==> src/rtl/mul8_pkg.sv <==
// Shared definitions for the mul8_seq shift-and-add multiplier: FSM state
// encodings, operand and iteration constants, and an absolute-value helper
// for signed mode (macro MUL8_SEQ_SIGNED_EN).
package mul8_pkg;

  typedef enum logic [1:0] {
    IDLE = 2'd0,
    RUN  = 2'd1,
    DONE = 2'd2
  } state_t;

  localparam int MUL_W    = 8;
  localparam int MUL_ITER = 8;
  localparam int CNT_W    = $clog2(MUL_ITER);

  // Magnitude of an 8-bit two's-complement value; -128 maps to 0x80.
  function automatic logic [MUL_W-1:0] abs8(input logic [MUL_W-1:0] v);
    return v[MUL_W-1] ? (~v + 1'b1) : v;
  endfunction

endpackage

==> src/rtl/mul8_seq_add8.sv <==
// Add8: 8-bit ripple-carry adder used for the per-iteration partial-product add.
module Add8 (
  input  logic [7:0] a,
  input  logic [7:0] b,
  input  logic       cin,
  output logic [7:0] s,
  output logic       cout
);

  logic [8:0] carry;

  // Full-adder chain, carry rippling from bit 0 to bit 7.
  always_comb begin
    // NOTE: combinational logic uses blocking assignments and a default for
    // every output first, so no latch is inferred.
    carry    = '0;
    s        = '0;
    carry[0] = cin;
    for (int i = 0; i < 8; i++) begin
      s[i]       = a[i] ^ b[i] ^ carry[i];
      carry[i+1] = (a[i] & b[i]) | (carry[i] & (a[i] ^ b[i]));
    end
  end

  assign cout = carry[8];

endmodule

==> src/rtl/mul8_seq.sv <==
// mul8_seq: sequential 8x8 shift-and-add multiplier. One accept edge, eight
// RUN iterations, then a one-cycle DONE with the product registered on P.
// Optional signed mode (tc port) is enabled by defining MUL8_SEQ_SIGNED_EN.
module mul8_seq
  import mul8_pkg::*;
(
  input  logic             clk,
  input  logic             rst,
  input  logic             start,
  input  logic [MUL_W-1:0] A,
  input  logic [MUL_W-1:0] B,
  output logic             busy,
  output logic             done,
  output logic [15:0]      P
`ifdef MUL8_SEQ_SIGNED_EN
  ,
  input  logic             tc
`endif
);

  state_t           state;
  logic [MUL_W-1:0] mcand;
  logic [MUL_W-1:0] acc_hi;
  logic [MUL_W-1:0] acc_lo;
  logic [CNT_W-1:0] cnt;
  logic [MUL_W-1:0] addend;
  logic [MUL_W-1:0] sum;
  logic             sum_c;
  logic [15:0]      prod_next;
`ifdef MUL8_SEQ_SIGNED_EN
  logic             neg;
`endif

  // Multiplicand only contributes when the current multiplier bit is set.
  assign addend = acc_lo[0] ? mcand : '0;

  Add8 u_add8 (
    .a    (acc_hi),
    .b    (addend),
    .cin  (1'b0),
    .s    (sum),
    .cout (sum_c)
  );

  // Accumulator after this iteration's add and right shift.
  assign prod_next = {sum_c, sum, acc_lo[MUL_W-1:1]};

  assign busy = (state != IDLE);
  assign done = (state == DONE);

  // Control FSM and datapath registers; reset clears every register.
  always_ff @(posedge clk) begin
    // NOTE: sequential state is updated with non-blocking assignments so all
    // registers see the pre-edge values regardless of statement order.
    if (rst) begin
      state  <= IDLE;
      mcand  <= '0;
      acc_hi <= '0;
      acc_lo <= '0;
      cnt    <= '0;
      P      <= '0;
`ifdef MUL8_SEQ_SIGNED_EN
      neg    <= 1'b0;
`endif
    end else begin
      unique case (state)
        IDLE: begin
          if (start) begin
`ifdef MUL8_SEQ_SIGNED_EN
            mcand  <= tc ? abs8(A) : A;
            acc_lo <= tc ? abs8(B) : B;
            neg    <= tc & (A[MUL_W-1] ^ B[MUL_W-1]);
`else
            mcand  <= A;
            acc_lo <= B;
`endif
            acc_hi <= '0;
            cnt    <= '0;
            state  <= RUN;
          end
        end
        RUN: begin
          {acc_hi, acc_lo} <= prod_next;
          cnt              <= cnt + 1'b1;
          if (cnt == CNT_W'(MUL_ITER - 1)) begin
`ifdef MUL8_SEQ_SIGNED_EN
            P <= neg ? (~prod_next + 1'b1) : prod_next;
`else
            P <= prod_next;
`endif
            state <= DONE;
          end
        end
        DONE:    state <= IDLE;
        default: state <= IDLE;
      endcase
    end
  end

endmodule

==> config.mk <==
export PLATFORM = sky130hd
export DESIGN_NAME = mul8_seq
export DESIGN_NICKNAME = d
export VERILOG_FILES = /design/src/rtl/mul8_pkg.sv /design/src/rtl/mul8_seq_add8.sv /design/src/rtl/mul8_seq.sv
export SDC_FILE = /design/constraint.sdc
export NUM_CORES = 1
export LEC_CHECK = 0
export ABC_AREA = 1
export BUFFER_PORTS_ARGS = -buffer_cell sky130_fd_sc_hd__buf_4
export CORE_ASPECT_RATIO = 1.5
export CORE_MARGIN = 4
export CORE_UTILIZATION = 54
export CTS_CLUSTER_SIZE = 20
export DETAILED_ROUTE_END_ITERATION = 8
export PLACE_DENSITY = 0.89
export SYNTH_ARGS = -nofsm -noshare
export SYNTH_HDL_FRONTEND = slang
export SYNTH_SLANG_ARGS = --single-unit
==> constraint.sdc <==
create_clock -name clk -period 4.81 [get_ports clk]
set_input_delay 0.2405 -clock clk [delete_from_list [all_inputs] [get_ports clk]]
set_output_delay 0.2405 -clock clk [all_outputs]
set_load 0.02 [all_outputs]
==> tab_implementation.tex, run 1 <==
\begin{tabular}{lr}
\hline
Metric & Value \\
\hline
\multicolumn{2}{l}{\textbf{Status}} \\
\quad Status & completed \\
\multicolumn{2}{l}{\textbf{GRT}} \\
\quad Via count of the first global-routing pass & $\sim$1,800 \\
\quad Antenna violations before repair & 0 \\
\quad Overall fraction of global-route tracks in use & approximately 20\% \\
\quad Residual overflow from global routing & 0 \\
\quad Maximum number of pins on one net before global-route repair & 35 \\
\quad Global-route wire length before repair & 7.33 mm \\
\multicolumn{2}{l}{\textbf{Yosys}} \\
\quad Synthesized cell area & 0.00201 mm\^{}2 \\
\quad Mapped Nets & 308 \\
\quad Synthesis-stage register bit count & between 40 and 50 \\
\quad Distinct cell type count after synthesis & 19 \\
\quad Post-synthesis area per instance & 7.21 um\^{}2 \\
\quad Gate count after technology mapping & 279 \\
\quad Fraction of the yosys area taken by sequential cells & 44.8\% \\
\quad Yosys warnings & 0 \\
\multicolumn{2}{l}{\textbf{Drt}} \\
\quad Antenna Nets Post-Route & 0 \\
\quad Length of the first detailed-routing pass in iterations & 4 \\
\quad Ratio of routed vias to standard cells & 5.00 \\
\quad Wire length per cell & 11.8 um \\
\quad Total Routed Length & 4.15 mm \\
\quad Total number of vias & 1,764 \\
\quad Post-detailed-route DRC marker count & 0 \\
\quad Iteration-0 DRC Markers & 78 \\
\multicolumn{2}{l}{\textbf{Timing}} \\
\quad Total of endpoints with negative setup slack in the final report & 0 \\
\quad Skew final & 0.0111 ns \\
\quad Total count of max-transition violations in the final report & 0 \\
\quad RSZ-0062 raised after global routing & no \\
\quad Total negative slack & 0 ns \\
\quad Time the worst path needs with I/O delays and setup & 3.60 ns \\
\quad F\_max & around 0.28 GHz \\
\quad Worst-margin pin slew & 1.05 ns \\
\quad Final hold violation count & 0 \\
\quad Portion of the clock cycle consumed by the worst path in the final layout & 74.9\% \\
\quad Worst slew slack as a fraction of its limit & between 20\% and 30\% \\
\multicolumn{2}{l}{\textbf{CTS}} \\
\quad Clock buffer count from CTS & 5 \\
\quad Number of clock sinks & 45 \\
\quad CTS Root Buffer Type & sky130\_fd\_sc\_hd\_\_clkbuf\_8 \\
\quad Count of H-tree levels built during CTS & 2 \\
\quad Quantity of hold-fixing buffers added after cts & 0 \\
\quad Worst-skew pair later-pin latency & about 0.30 ns \\
\quad Number of buffers on the longest clock path & 2 \\
\quad CTS tree & yes \\
\quad Setup bufs post-CTS & 0 \\
\quad Clock Pin Slew Worst Setup and Hold Paths & 0.08 ns \\
\quad Count of instances resized after the clock tree is built & 0 \\
\multicolumn{2}{l}{\textbf{Critical path}} \\
\quad Startpoint of the worst-slack reg-to-reg timing path & acc\_lo[0] \\
\quad CP Max Fanout & 9 \\
\quad Critical path endpoint category & flop \\
\quad Arrival time at the worst endpoint & between 3 and 4 ns \\
\quad Category of the critical setup timing path & flop to flop \\
\quad Worst Reg2Reg Path Length in Cells & 18 \\
\quad End of the worst register-to-register path & acc\_hi[6] \\
\quad CP startpoint kind & flop \\
\quad Endpoint required time on the critical path & 5.04 ns \\
\quad Register-to-register setup slack & 1.21 ns \\
\multicolumn{2}{l}{\textbf{Hold path}} \\
\quad Hold path endpoint & mcand[5] \\
\quad Worst hold-check path type & input port to flop \\
\quad Worst hold stages & 3 \\
\quad Critical hold path startpoint & A[5] \\
\multicolumn{2}{l}{\textbf{Placement}} \\
\quad Total half-perimeter wirelength after legalization and detailed placement & 2.99 mm \\
\quad Instance area after placement & 0.00228 mm\^{}2 \\
\quad Count of placed standard cells including taps & 345 \\
\quad Number of port buffers & 36 \\
\quad Placer Congestion & 0.773 \\
\multicolumn{2}{l}{\textbf{Final layout}} \\
\quad Final cell area excluding filler cells & 0.00241 mm\^{}2 \\
\quad Diodes inserted & 0 \\
\quad Final net count & 339 \\
\quad Fraction of final layout cells with drive strength greater than 1 & 15.8\% \\
\quad Non-filler instance count after layout & 353 \\
\quad Synth-to-layout area growth & 19.8\% \\
\multicolumn{2}{l}{\textbf{Die}} \\
\quad Chip Height & 82.8 um \\
\quad Placeable core region & between 0.003 and 0.004 mm\^{}2 \\
\quad Number of top-level pins & 37 \\
\quad Floorplan die area & 0.00479 mm\^{}2 \\
\quad Site row count & 26 \\
\quad Width of the die & 57.8 um \\
\quad Initial standard-cell utilization of the core & approximately 57\% \\
\multicolumn{2}{l}{\textbf{Power}} \\
\quad Worst voltage drop across the vdd grid & 0.285 mV \\
\quad Total power of the final layout & 0.805 mW \\
\quad Power per cell area & 334 mW/mm\^{}2 \\
\quad Static leakage & 1.20 nW \\
\multicolumn{2}{l}{\textbf{Flow run}} \\
\quad MaxCap Viol Count & 0 \\
\hline
\end{tabular}
-- power by group --
part	switching, mW	internal (mW)
Clock	0.126	0.206
Sequential	0.0126	0.387
Combinational	0.0437	0.0291
-- stage by stage --
step	hold slack, ns	worst slack (ns)	utilization, %
after global routing	0.185	0.994	68.6
after detailed placement	0.459	1.23	64.8
after global placement	0.450	1.32	64.8
final	0.188	1.21	68.6
after floorplan	0.407	1.31	-
after CTS	0.180	1.21	68.6
-- how the worst max path moves through the flow --
| stage | from | end | slack (ns) | cells past startpoint |
|---|---|---|---|---|
| CTS | acc_lo[0] | acc_hi[6] | 1.21 | 18 |
| floorplan | acc_lo[0] | acc_hi[6] | 1.31 | 19 |
| global placement | acc_lo[0] | acc_hi[6] | 1.32 | 18 |
| global route | acc_lo[0] | acc_hi[6] | 0.99 | 18 |
| finish | acc_lo[0] | acc_hi[6] | 1.21 | 18 |
| detailed placement | acc_lo[0] | acc_hi[6] | 1.23 | 18 |
-- worst max-delay path, stage by stage, from the launching register on --
cell and delay (ns):
sky130_fd_sc_hd__dfxtp_1 0.47, sky130_fd_sc_hd__nand2_1 0.08, sky130_fd_sc_hd__inv_1 0.06, sky130_fd_sc_hd__ha_1 0.12, sky130_fd_sc_hd__inv_1 0.04, sky130_fd_sc_hd__fa_1 0.37
sky130_fd_sc_hd__fa_1 0.38, sky130_fd_sc_hd__inv_1 0.09, sky130_fd_sc_hd__fa_1 0.16, sky130_fd_sc_hd__inv_1 0.05, sky130_fd_sc_hd__fa_1 0.35, sky130_fd_sc_hd__inv_1 0.07
sky130_fd_sc_hd__fa_1 0.16, sky130_fd_sc_hd__inv_1 0.05, sky130_fd_sc_hd__fa_1 0.37, sky130_fd_sc_hd__fa_1 0.43, sky130_fd_sc_hd__inv_1 0.08, sky130_fd_sc_hd__nand2_1 0.05
sky130_fd_sc_hd__a21oi_1 0.15
-- synth_stat cells --
| master | count | area [um^2] |
|---|---|---|
| sky130_fd_sc_hd__buf_2 | 4 | 20.0 |
| sky130_fd_sc_hd__nor2_1 | 37 | 139 |
| sky130_fd_sc_hd__inv_2 | 1 | 3.75 |
| sky130_fd_sc_hd__o21a_1 | 1 | 7.51 |
| sky130_fd_sc_hd__clkinv_1 | 1 | 3.75 |
| sky130_fd_sc_hd__inv_1 | 30 | 113 |
| sky130_fd_sc_hd__dfxtp_1 | 45 | 901 |
| sky130_fd_sc_hd__o21ai_0 | 9 | 45.0 |
| sky130_fd_sc_hd__buf_6 | 1 | 11.3 |
| sky130_fd_sc_hd__clkbuf_1 | 6 | 22.5 |
| sky130_fd_sc_hd__nand2_2 | 1 | 6.26 |
| sky130_fd_sc_hd__buf_1 | 1 | 3.75 |
| sky130_fd_sc_hd__a21oi_1 | 10 | 50.1 |
| sky130_fd_sc_hd__nor2_4 | 2 | 22.5 |
| sky130_fd_sc_hd__o21ai_2 | 1 | 8.76 |
| sky130_fd_sc_hd__nand3_1 | 24 | 120 |
| sky130_fd_sc_hd__nand2_1 | 95 | 357 |
| sky130_fd_sc_hd__fa_1 | 7 | 140 |
| sky130_fd_sc_hd__ha_1 | 3 | 37.5 |
-- logic make-up after synthesis --
logic type	share of synthesized area (%)
and+or+nand+nor	32.0
adders and majority gates	8.83
buffers and inverters	8.83
DFF	44.8
AOI/OAI and AO/OA	5.53
-- layer usage --
layer / up-vias / GRT usage (%) / share of wire, %
met5: - / 0 / 0
met2: 42 / 37.4 / 53
met4: 0 / 10.2 / 3.0
met3: 12 / 4.67 / 5.1
li1: 906 / - / -
met1: 804 / 20.4 / 39
-- final cells by class --
class,count,area (um^2)
sequential,45,901
fill,301,1100
clock buffer,5,68.8
multi-input combinational,190,933
tap,42,52.6
timing repair buffer,36,270
clock inverter,3,65.1
inverter,32,120
-- cells in the final DEF (no fill, tap or decap) --
cell type and instances:
sky130_fd_sc_hd__fa_1 7, sky130_fd_sc_hd__nand3_1 24, sky130_fd_sc_hd__clkinv_2 1, sky130_fd_sc_hd__o21ai_2 1, sky130_fd_sc_hd__clkbuf_8 5, sky130_fd_sc_hd__nand2_2 1
sky130_fd_sc_hd__a21oi_1 10, sky130_fd_sc_hd__clkinv_1 1, sky130_fd_sc_hd__buf_4 36, sky130_fd_sc_hd__inv_1 30, sky130_fd_sc_hd__nor2_1 37, sky130_fd_sc_hd__bufinv_16 2
sky130_fd_sc_hd__ha_1 3, sky130_fd_sc_hd__nand2_1 95, sky130_fd_sc_hd__o21ai_0 9, sky130_fd_sc_hd__dfxtp_1 45, sky130_fd_sc_hd__inv_2 1, sky130_fd_sc_hd__nor2_4 2
sky130_fd_sc_hd__o21a_1 1
-- registers in the layout, summed over array words and instances (netlist names) --
signal  flops
cnt         3
P          16
state       2
mcand       8
acc_hi      8
acc_lo      8
Note: power is estimated with default switching activity, not from simulation.
==> run 2, diff against run 1 <==
- CORE_UTILIZATION: 54 -> 49
- PLACE_DENSITY: 0.89 -> 0.85
- clock period: 4.81 -> 3.2 ns (I/O delays scaled with it)
==> run 2 against run 1 <==
Against the previous run: the flow now finishes with violations (setup timing); clock skew is 0.0047 ns lower; clock-buffer cell count is 2 higher; core utilization is 7.9 points lower; setup slack worse by 1.3 ns; power is 32% higher; worst hold slack worse by 0.079 ns; register-to-register slack worse by 1.3 ns; final cell count is 1.1% higher; die area is 9.0% higher; non-clock buffer count is 2 higher; final area is 0.26% lower; global-route usage is 1.6 points lower; critical path type unchanged; highest routed layer unchanged.
==> tab_implementation.tex, run 2 (synthesis results as in run 1) <==
\begin{tabular}{lr}
\hline
Metric & Value \\
\hline
\multicolumn{2}{l}{\textbf{Status}} \\
\quad Status & finished with violations \\
\quad Violations in the final reports & setup timing \\
\multicolumn{2}{l}{\textbf{Timing}} \\
\quad Skew final & 0.00642 ns (-0.00466 ns) \\
\quad Worst-margin pin slew & 1.00 ns (-0.0511 ns) \\
\quad Final Hold Slack & 0.110 ns (-0.0786 ns) \\
\quad Time the worst path needs with I/O delays and setup & 3.27 ns (-0.329 ns) \\
\quad Final setup margin & -0.0736 ns (-1.28 ns) \\
\quad Total negative slack & -0.111 ns (-0.111 ns) \\
\quad Total count of max-transition violations in the final report & 0 (unchanged) \\
\quad Portion of the clock cycle consumed by the worst path in the final layout & 102\% (+27 points) \\
\quad F\_max & 0.305 GHz (+10\%) \\
\quad Worst slew slack as a fraction of its limit & 33.3\% (+3.4 points) \\
\quad RSZ-0062 raised after global routing & yes \\
\quad Total of endpoints with negative setup slack in the final report & 2 (+2) \\
\quad Final hold violation count & 0 (unchanged) \\
\multicolumn{2}{l}{\textbf{Critical path}} \\
\quad Cell family contributing the most delay on the critical path & adder cells \\
\quad Worst path slowest cell & sky130\_fd\_sc\_hd\_\_fa\_1 \\
\quad Buf/Inv on CP & 7 (unchanged) \\
\quad List of cells traversed by the critical path & nand2\_1, inv\_1, ha\_1, inv\_1, fa\_2, fa\_2, inv\_2, fa\_1, inv\_1, fa\_2, inv\_2, fa\_2, inv\_2, fa\_2, fa\_1, inv\_1, nand2\_1, a21oi\_2 \\
\quad CP Max Fanout & 2 (-7) \\
\quad Category of the critical setup timing path & flop to flop \\
\quad Critical Path Most Common Cell & sky130\_fd\_sc\_hd\_\_fa\_2 \\
\quad Peak per-stage delay on the critical path & 0.42 ns (-0.05 ns) \\
\quad Critical path endpoint category & flop \\
\quad Arrival time at the worst endpoint & 3.51 ns (-0.32 ns) \\
\quad Endpoint required time on the critical path & 3.44 ns (-1.60 ns) \\
\quad CP startpoint kind & flop \\
\multicolumn{2}{l}{\textbf{Drt}} \\
\quad Ratio of routed vias to standard cells & 4.98 (-0.39\%) \\
\quad Length of the first detailed-routing pass in iterations & 4 (unchanged) \\
\quad Total Routed Length & 4.22 mm (+1.8\%) \\
\quad Antenna Nets Post-Route & 0 (unchanged) \\
\quad Total number of vias & 1,777 (+0.74\%) \\
\quad Post-detailed-route DRC marker count & 0 (unchanged) \\
\quad Iteration-0 DRC Markers & 60 (-23\%) \\
\quad Wire length per cell & 11.8 um (+0.67\%) \\
\multicolumn{2}{l}{\textbf{Final layout}} \\
\quad Most common library cell in the layout ignoring fill and taps & sky130\_fd\_sc\_hd\_\_nand2\_1 \\
\quad Most frequent cells in the layout & sky130\_fd\_sc\_hd\_\_nand2\_1 (95), sky130\_fd\_sc\_hd\_\_dfxtp\_1 (43), sky130\_fd\_sc\_hd\_\_buf\_4 (38) \\
\quad Storage cell area & 903 um\^{}2 (+0.28\%) \\
\quad Final cell area excluding filler cells & 0.00240 mm\^{}2 (-0.26\%) \\
\quad Synth-to-layout area growth & 19.5\% \\
\quad Area occupied by multi-input gates & 953 um\^{}2 (+2.1\%) \\
\quad Max reg flops & 16 (unchanged) \\
\quad Final net count & 341 (+0.59\%) \\
\quad Number of fill cells in the layout & 376 (+25\%) \\
\quad Diodes inserted & 0 (unchanged) \\
\quad Fraction of final layout cells with drive strength greater than 1 & 19.6\% (+3.8 points) \\
\quad Most flops, register & P \\
\multicolumn{2}{l}{\textbf{Flow run}} \\
\quad MaxCap Viol Count & 0 (unchanged) \\
\multicolumn{2}{l}{\textbf{Hold path}} \\
\quad Worst hold-check path type & input port to flop \\
\multicolumn{2}{l}{\textbf{Placement}} \\
\quad Number of port buffers & 36 (unchanged) \\
\quad Instance area after placement & 0.00230 mm\^{}2 (+1.2\%) \\
\quad Placer Congestion & 0.782 (+1.2\%) \\
\quad Pre-CTS worst setup slack & -0.103 ns (-1.33 ns) \\
\quad Total half-perimeter wirelength after legalization and detailed placement & 3.01 mm (+0.61\%) \\
\multicolumn{2}{l}{\textbf{GRT}} \\
\quad Overall fraction of global-route tracks in use & 18.4\% (-1.6 points) \\
\quad Maximum number of pins on one net before global-route repair & 35 (unchanged) \\
\quad Antenna violations before repair & 0 (unchanged) \\
\quad Global-route wire length before repair & 7.24 mm (-1.3\%) \\
\quad Via count of the first global-routing pass & 1,678 (-6.6\%) \\
\quad Residual overflow from global routing & 0 (unchanged) \\
\multicolumn{2}{l}{\textbf{CTS}} \\
\quad CTS tree & yes \\
\quad Clock buffer count from CTS & 5 (unchanged) \\
\quad Number of clock sinks & 45 (unchanged) \\
\quad Clock Pin Slew Worst Setup and Hold Paths & 0.07 ns (about the same) \\
\quad CTS Root Buffer Type & sky130\_fd\_sc\_hd\_\_clkbuf\_8 \\
\quad Setup bufs post-CTS & 0 (unchanged) \\
\quad Number of buffers on the longest clock path & 2 (unchanged) \\
\quad Count of H-tree levels built during CTS & 2 (unchanged) \\
\quad Worst-skew pair later-pin latency & 0.30 ns (about the same) \\
\multicolumn{2}{l}{\textbf{Power}} \\
\quad Worst voltage drop across the vdd grid & 0.346 mV (+21\%) \\
\quad Power per cell area & 443 mW/mm\^{}2 (+33\%) \\
\quad Static leakage & 1.19 nW (-1.3\%) \\
\multicolumn{2}{l}{\textbf{Die}} \\
\quad Chip Height & 86.5 um (+4.5\%) \\
\quad Width of the die & 60.3 um (+4.3\%) \\
\quad Placeable core region & 0.00396 mm\^{}2 (+13\%) \\
\quad Number of top-level pins & 37 (unchanged) \\
\quad Initial standard-cell utilization of the core & 50.8\% (-6.4 points) \\
\quad Site row count & 28 (+7.7\%) \\
\quad Floorplan die area & 0.00522 mm\^{}2 (+9.0\%) \\
\hline
\end{tabular}
[run 2: cell types whose count changed in the layout (fill, tap and decap cells not counted), moves of 2 or more]
| cell | before | now |
|---|---|---|
| sky130_fd_sc_hd__dfxtp_2 | 0 | 2 |
| sky130_fd_sc_hd__fa_1 | 7 | 2 |
| sky130_fd_sc_hd__buf_4 | 36 | 38 |
| sky130_fd_sc_hd__bufinv_16 | 2 | 0 |
| sky130_fd_sc_hd__a21oi_1 | 10 | 8 |
| sky130_fd_sc_hd__a21oi_2 | 0 | 2 |
| sky130_fd_sc_hd__inv_1 | 30 | 27 |
| sky130_fd_sc_hd__fa_2 | 0 | 5 |
| sky130_fd_sc_hd__dfxtp_1 | 45 | 43 |
| sky130_fd_sc_hd__inv_2 | 1 | 4 |
[run 2: layout make-up]
class                      count  area share (%)
tap                           45            2.34
multi-input combinational    190            39.6
clock buffer                   7            3.59
timing repair buffer          38            11.9
inverter                      32            4.99
sequential                    45            37.6
[run 2: timing repair]
item,in CTS,in global routing
hold buffers,0,0
pin swaps,3,2
resized for setup,6,2
setup endpoints to repair,3,4
[run 2: path summary, 6_finish.rpt]
kind	from	to	slack (ns)	depth (start not counted)
worst max-delay path	mcand[0]	acc_hi[6]	-0.07	18
worst min-delay path	A[6]	mcand[6]	0.11	3
worst max register to register	mcand[0]	acc_hi[6]	-0.07	18
worst min register to register	acc_hi[2]	acc_hi[2]	0.46	2
[run 2: stage by stage]
stage               cells  util (%)  power [mW]
floorplan             279         -       0.688
finish                357      60.7        1.07
global placement      350      58.2       0.723
CTS                   357      60.7        1.08
global route          357      60.7        1.12
detailed placement    350      58.2       0.727
[run 2: per-layer routing]
layer,routed length (um),GRT usage (%),vias up,share of wire [%]
li1,-,-,909,-
met5,0,0,-,0
met4,112,8.87,0,2.7
met1,1660,19.2,803,39
met3,242,4.47,10,5.7
met2,2210,33.1,55,52
[run 2: worst register-to-register path: stages, from the launching register on]
cell                      delay (ns)
sky130_fd_sc_hd__dfxtp_2        0.33
sky130_fd_sc_hd__nand2_1        0.05
sky130_fd_sc_hd__inv_1          0.05
sky130_fd_sc_hd__ha_1           0.13
sky130_fd_sc_hd__inv_1          0.05
sky130_fd_sc_hd__fa_2           0.33
sky130_fd_sc_hd__fa_2           0.34
sky130_fd_sc_hd__inv_2          0.06
sky130_fd_sc_hd__fa_1           0.15
sky130_fd_sc_hd__inv_1          0.05
sky130_fd_sc_hd__fa_2           0.33
sky130_fd_sc_hd__inv_2          0.07
sky130_fd_sc_hd__fa_2           0.20
sky130_fd_sc_hd__inv_2          0.04
sky130_fd_sc_hd__fa_2           0.32
sky130_fd_sc_hd__fa_1           0.42
sky130_fd_sc_hd__inv_1          0.07
sky130_fd_sc_hd__nand2_1        0.07
sky130_fd_sc_hd__a21oi_2        0.14
[run 2: power by group]
part / switching (mW) / leakage (nW) / total [mW] / internal (mW)
Combinational: 0.0689 / 0.775 / 0.116 / 0.0468
Clock: 0.180 / 0.0443 / 0.351 / 0.171
Sequential: 0.0168 / 0.368 / 0.599 / 0.582
==> run 3, diff against run 2 <==
- ABC_AREA: 1 -> default
- CORE_UTILIZATION: 49 -> 48
- SETUP_SLACK_MARGIN: default -> 0.4
==> run 3 against run 2 <==
Against the previous run: critical endpoint unchanged; clock skew is 0.0033 ns higher; the flow still finishes with violations (setup timing); critical path type unchanged; global-route usage is 2.2 points lower; core utilization is 0.22 points higher; final cell count is 29% lower; sequential cell count stayed put; first-iteration DRC count is 3.3% lower; clock power is 5% higher; clock-buffer cell count is 1 lower; non-clock buffer count stayed put; synthesized cell count is 38% lower.
==> tab_implementation.tex, run 3 <==
\begin{tabular}{lr}
\hline
Metric & Value \\
\hline
\multicolumn{2}{l}{\textbf{Final layout}} \\
\quad Final net count & 237 (-30\%) \\
\quad Fraction of final layout cells with drive strength greater than 1 & 34.9\% (+15 points) \\
\quad Synth-to-layout area growth & 20.4\% \\
\quad Most common library cell in the layout ignoring fill and taps & sky130\_fd\_sc\_hd\_\_dfxtp\_1 \\
\quad Final cell area excluding filler cells & 0.00229 mm\^{}2 (-4.9\%) \\
\quad Number of fill cells in the layout & 324 (-14\%) \\
\quad Diodes inserted & 0 (unchanged) \\
\quad Most flops, register & P \\
\quad Most frequent cells in the layout & sky130\_fd\_sc\_hd\_\_dfxtp\_1 (43), sky130\_fd\_sc\_hd\_\_buf\_4 (38), sky130\_fd\_sc\_hd\_\_nand2\_1 (21) \\
\quad Max reg flops & 16 (unchanged) \\
\multicolumn{2}{l}{\textbf{Placement}} \\
\quad Pre-CTS worst setup slack & -0.167 ns (-0.0639 ns) \\
\quad Instance area after placement & 0.00216 mm\^{}2 (-6.4\%) \\
\quad Number of port buffers & 36 (unchanged) \\
\quad Placer Congestion & 0.801 (+2.5\%) \\
\quad Total half-perimeter wirelength after legalization and detailed placement & 2.70 mm (-10\%) \\
\multicolumn{2}{l}{\textbf{Die}} \\
\quad Number of top-level pins & 37 (unchanged) \\
\quad Chip Height & 85.0 um (-1.7\%) \\
\quad Width of the die & 59.4 um (-1.6\%) \\
\quad Site row count & 27 (-3.6\%) \\
\quad Floorplan die area & 0.00505 mm\^{}2 (-3.2\%) \\
\quad Initial standard-cell utilization of the core & 50.7\% (-0.17 points) \\
\quad Placeable core region & 0.00375 mm\^{}2 (-5.3\%) \\
\multicolumn{2}{l}{\textbf{Drt}} \\
\quad Length of the first detailed-routing pass in iterations & 4 (unchanged) \\
\quad Wire length per cell & 14.8 um (+26\%) \\
\quad Antenna Nets Post-Route & 0 (unchanged) \\
\quad Total Routed Length & 3.74 mm (-11\%) \\
\quad Ratio of routed vias to standard cells & 5.44 (+9.3\%) \\
\quad Total number of vias & 1,371 (-23\%) \\
\quad Iteration-0 DRC Markers & 58 (-3.3\%) \\
\quad Post-detailed-route DRC marker count & 0 (unchanged) \\
\multicolumn{2}{l}{\textbf{Yosys}} \\
\quad Commonest cells post-synth & sky130\_fd\_sc\_hd\_\_dfxtp\_1 (45), sky130\_fd\_sc\_hd\_\_nand2\_1 (21), sky130\_fd\_sc\_hd\_\_a22o\_1 (14), sky130\_fd\_sc\_hd\_\_inv\_1 (12) \\
\quad Library cell with the largest summed area after synthesis & sky130\_fd\_sc\_hd\_\_dfxtp\_1 \\
\quad Synthesized cell area & 0.00190 mm\^{}2 (-5.6\%) \\
\quad Distinct cell type count after synthesis & 29 (+10) \\
\quad EDFF count, synth & 0 (unchanged) \\
\quad Share of async-settable or async-resettable flops after synthesis & 0\% (unchanged) \\
\quad Top cells by area in the synthesized netlist & sky130\_fd\_sc\_hd\_\_dfxtp\_1 (47\%), sky130\_fd\_sc\_hd\_\_fa\_1 (7.4\%), sky130\_fd\_sc\_hd\_\_a22o\_1 (6.5\%) \\
\quad Ys flop type & sky130\_fd\_sc\_hd\_\_dfxtp\_1 \\
\quad Top-area cell type share of the netlist area & 47.4\% (+2.7 points) \\
\quad Post-synthesis area per instance & 10.9 um\^{}2 (+51\%) \\
\quad Gate count after technology mapping & 174 (-38\%) \\
\quad Mapped Nets & 203 (-34\%) \\
\quad Fraction of the yosys area taken by sequential cells & 47.4\% (+2.7 points) \\
\quad Synthesis-stage register bit count & 45 (unchanged) \\
\quad Yosys warnings & 0 (unchanged) \\
\quad Most frequently used cell type in the post-synthesis netlist & sky130\_fd\_sc\_hd\_\_dfxtp\_1 \\
\multicolumn{2}{l}{\textbf{CTS}} \\
\quad Number of clock sinks & 45 (unchanged) \\
\quad Number of buffers on the longest clock path & 2 (unchanged) \\
\quad CTS Root Buffer Type & sky130\_fd\_sc\_hd\_\_clkbuf\_8 \\
\quad Quantity of hold-fixing buffers added after cts & 0 (unchanged) \\
\quad Clock Pin Slew Worst Setup and Hold Paths & 0.08 ns (about the same) \\
\quad Worst-skew pair later-pin latency & 0.30 ns (about the same) \\
\quad Clock buffer count from CTS & 5 (unchanged) \\
\quad Count of H-tree levels built during CTS & 2 (unchanged) \\
\quad CTS tree & yes \\
\multicolumn{2}{l}{\textbf{Timing}} \\
\quad Time the worst path needs with I/O delays and setup & 3.28 ns (+0.00585 ns) \\
\quad Final hold violation count & 0 (unchanged) \\
\quad Final setup margin & -0.0795 ns (-0.00585 ns) \\
\quad Worst-margin pin slew & 0.847 ns (-0.153 ns) \\
\quad F\_max & 0.305 GHz (-0.18\%) \\
\quad RSZ-0062 raised after global routing & yes \\
\quad Total count of max-transition violations in the final report & 0 (unchanged) \\
\quad Total of endpoints with negative setup slack in the final report & 2 (unchanged) \\
\quad Final Hold Slack & 0.103 ns (-0.00686 ns) \\
\quad Portion of the clock cycle consumed by the worst path in the final layout & 102\% (+0.18 points) \\
\quad Worst slew slack as a fraction of its limit & 43.4\% (+10 points) \\
\quad Skew final & 0.00967 ns (+0.00325 ns) \\
\quad Total negative slack & -0.144 ns (-0.0327 ns) \\
\multicolumn{2}{l}{\textbf{Critical path}} \\
\quad Setup crit start & mcand[0] \\
\quad CP startpoint kind & flop \\
\quad CP Max Fanout & 2 (unchanged) \\
\quad Register-to-register setup slack & -0.08 ns (about the same) \\
\quad Arrival time at the worst endpoint & 3.46 ns (-0.05 ns) \\
\quad Critical path endpoint & acc\_hi[6] \\
\quad Critical path endpoint category & flop \\
\quad Startpoint of the worst-slack reg-to-reg timing path & mcand[0] \\
\quad Worst Reg2Reg Path Length in Cells & 15 (-3) \\
\quad Endpoint required time on the critical path & 3.38 ns (-0.06 ns) \\
\quad End of the worst register-to-register path & acc\_hi[6] \\
\quad Category of the critical setup timing path & flop to flop \\
\multicolumn{2}{l}{\textbf{GRT}} \\
\quad Maximum number of pins on one net before global-route repair & 25 (-29\%) \\
\quad Overall fraction of global-route tracks in use & 16.2\% (-2.2 points) \\
\quad Residual overflow from global routing & 0 (unchanged) \\
\quad Antenna violations before repair & 0 (unchanged) \\
\quad Global-route wire length before repair & 6.29 mm (-13\%) \\
\quad Via count of the first global-routing pass & 1,377 (-18\%) \\
\multicolumn{2}{l}{\textbf{Power}} \\
\quad Power per cell area & 461 mW/mm\^{}2 (+4.0\%) \\
\quad Static leakage & 0.926 nW (-22\%) \\
\quad Worst voltage drop across the vdd grid & 0.345 mV (about the same) \\
\quad Total power of the final layout & 1.05 mW (-1.2\%) \\
\multicolumn{2}{l}{\textbf{Status}} \\
\quad Violations in the final reports & setup timing \\
\quad Status & finished with violations \\
\multicolumn{2}{l}{\textbf{Flow run}} \\
\quad MaxCap Viol Count & 0 (unchanged) \\
\multicolumn{2}{l}{\textbf{Hold path}} \\
\quad Worst hold-check path type & input port to flop \\
\hline
\end{tabular}
[run 3: cell count changes in the layout (fill, tap and decap cells not counted), sizes merged, moves of 2 or more]
cell / change
mux2i: +9
and2: +3
or3b: +2
a21oi: -2
nor3b: +2
nor2: -29
inv: -18
a211oi: +8
nand2: -74
o2bb2ai: +9
nand3: -24
o21ai: -10
o32ai: +3
a22o: +14
[run 3: through the flow]
| stage | cells | utilization [%] |
|---|---|---|
| floorplan | 174 | - |
| global placement | 243 | 57.5 |
| detailed placement | 243 | 57.5 |
| CTS | 251 | 60.8 |
| global route | 252 | 61.0 |
| finish | 252 | 61.0 |
[run 3: area by class of cell]
| class | count | area (um^2) | area share [%] |
|---|---|---|---|
| clock buffers | 6 | 82.6 | 3.61 |
| well taps | 43 | 53.8 | 2.35 |
| clock inverters | 2 | 13.8 | 0.602 |
| repair buffers | 38 | 285 | 12.5 |
| multi-input cells | 105 | 898 | 39.3 |
| flip-flops and latches | 45 | 903 | 39.5 |
| inverters | 13 | 48.8 | 2.13 |
[run 3: how the worst min path moves through the flow]
stage	startpoint	end	slack (ns)	depth (start not counted)
6_report	A[6]	mcand[6]	0.10	3
3_5_place_dp	A[3]	mcand[3]	0.42	3
4_1_cts	A[7]	mcand[7]	0.1	3
3_3_place_gp	A[2]	mcand[2]	0.41	3
5_1_grt	A[4]	mcand[4]	0.11	3
2_1_floorplan	A[0]	mcand[0]	0.30	2
[run 3: logic make-up (layout without fill, tap and decap cells)]
family	count (synthesis)	after routing	share of synthesized area [%]
DFF	45	45	47.4
AOI/OAI and AO/OA	44	44	20.0
and+or+nand+nor	41	41	11.0
buffers and inverters	24	59	6.85
adders and majority gates	10	10	9.35
muxes	10	10	5.34
[run 3: what timing repair did]
| action | in CTS | in global routing |
|---|---|---|
| pin swaps | 2 | 1 |
| resized for setup | 12 | 0 |
| hold endpoints to repair | 0 | 0 |
| buffers inserted | 0 | 1 |
| gates cloned | 0 | 0 |
| endpoints found under the setup margin | 8 | 8 |
[run 3: critical path, stage by stage, from the launching register on]
cell and delay, ns:
sky130_fd_sc_hd__dfxtp_2 0.33, sky130_fd_sc_hd__and2_4 0.15, sky130_fd_sc_hd__ha_4 0.13, sky130_fd_sc_hd__inv_2 0.04, sky130_fd_sc_hd__fa_2 0.33, sky130_fd_sc_hd__fa_2 0.34
sky130_fd_sc_hd__inv_2 0.06, sky130_fd_sc_hd__fa_2 0.18, sky130_fd_sc_hd__inv_2 0.04, sky130_fd_sc_hd__fa_2 0.34, sky130_fd_sc_hd__inv_2 0.06, sky130_fd_sc_hd__fa_2 0.18
sky130_fd_sc_hd__inv_2 0.04, sky130_fd_sc_hd__fa_2 0.35, sky130_fd_sc_hd__fa_1 0.52, sky130_fd_sc_hd__o32ai_2 0.07
[run 3: power by group]
part / switching, mW / internal [mW] / total [mW]
Clock: 0.193 / 0.175 / 0.368
Combinational: 0.0457 / 0.0457 / 0.0914
Sequential: 0.0165 / 0.578 / 0.594
Total: 0.255 / 0.798 / 1.05
[run 3: metal layers]
metal,vias to the layer above,part of all wire (%),track usage (%)
li1,672,-,-
met3,10,6.0,2.89
met5,-,0,0
met2,38,49,26.1
met1,651,42,19.9
met4,0,2.7,8.87
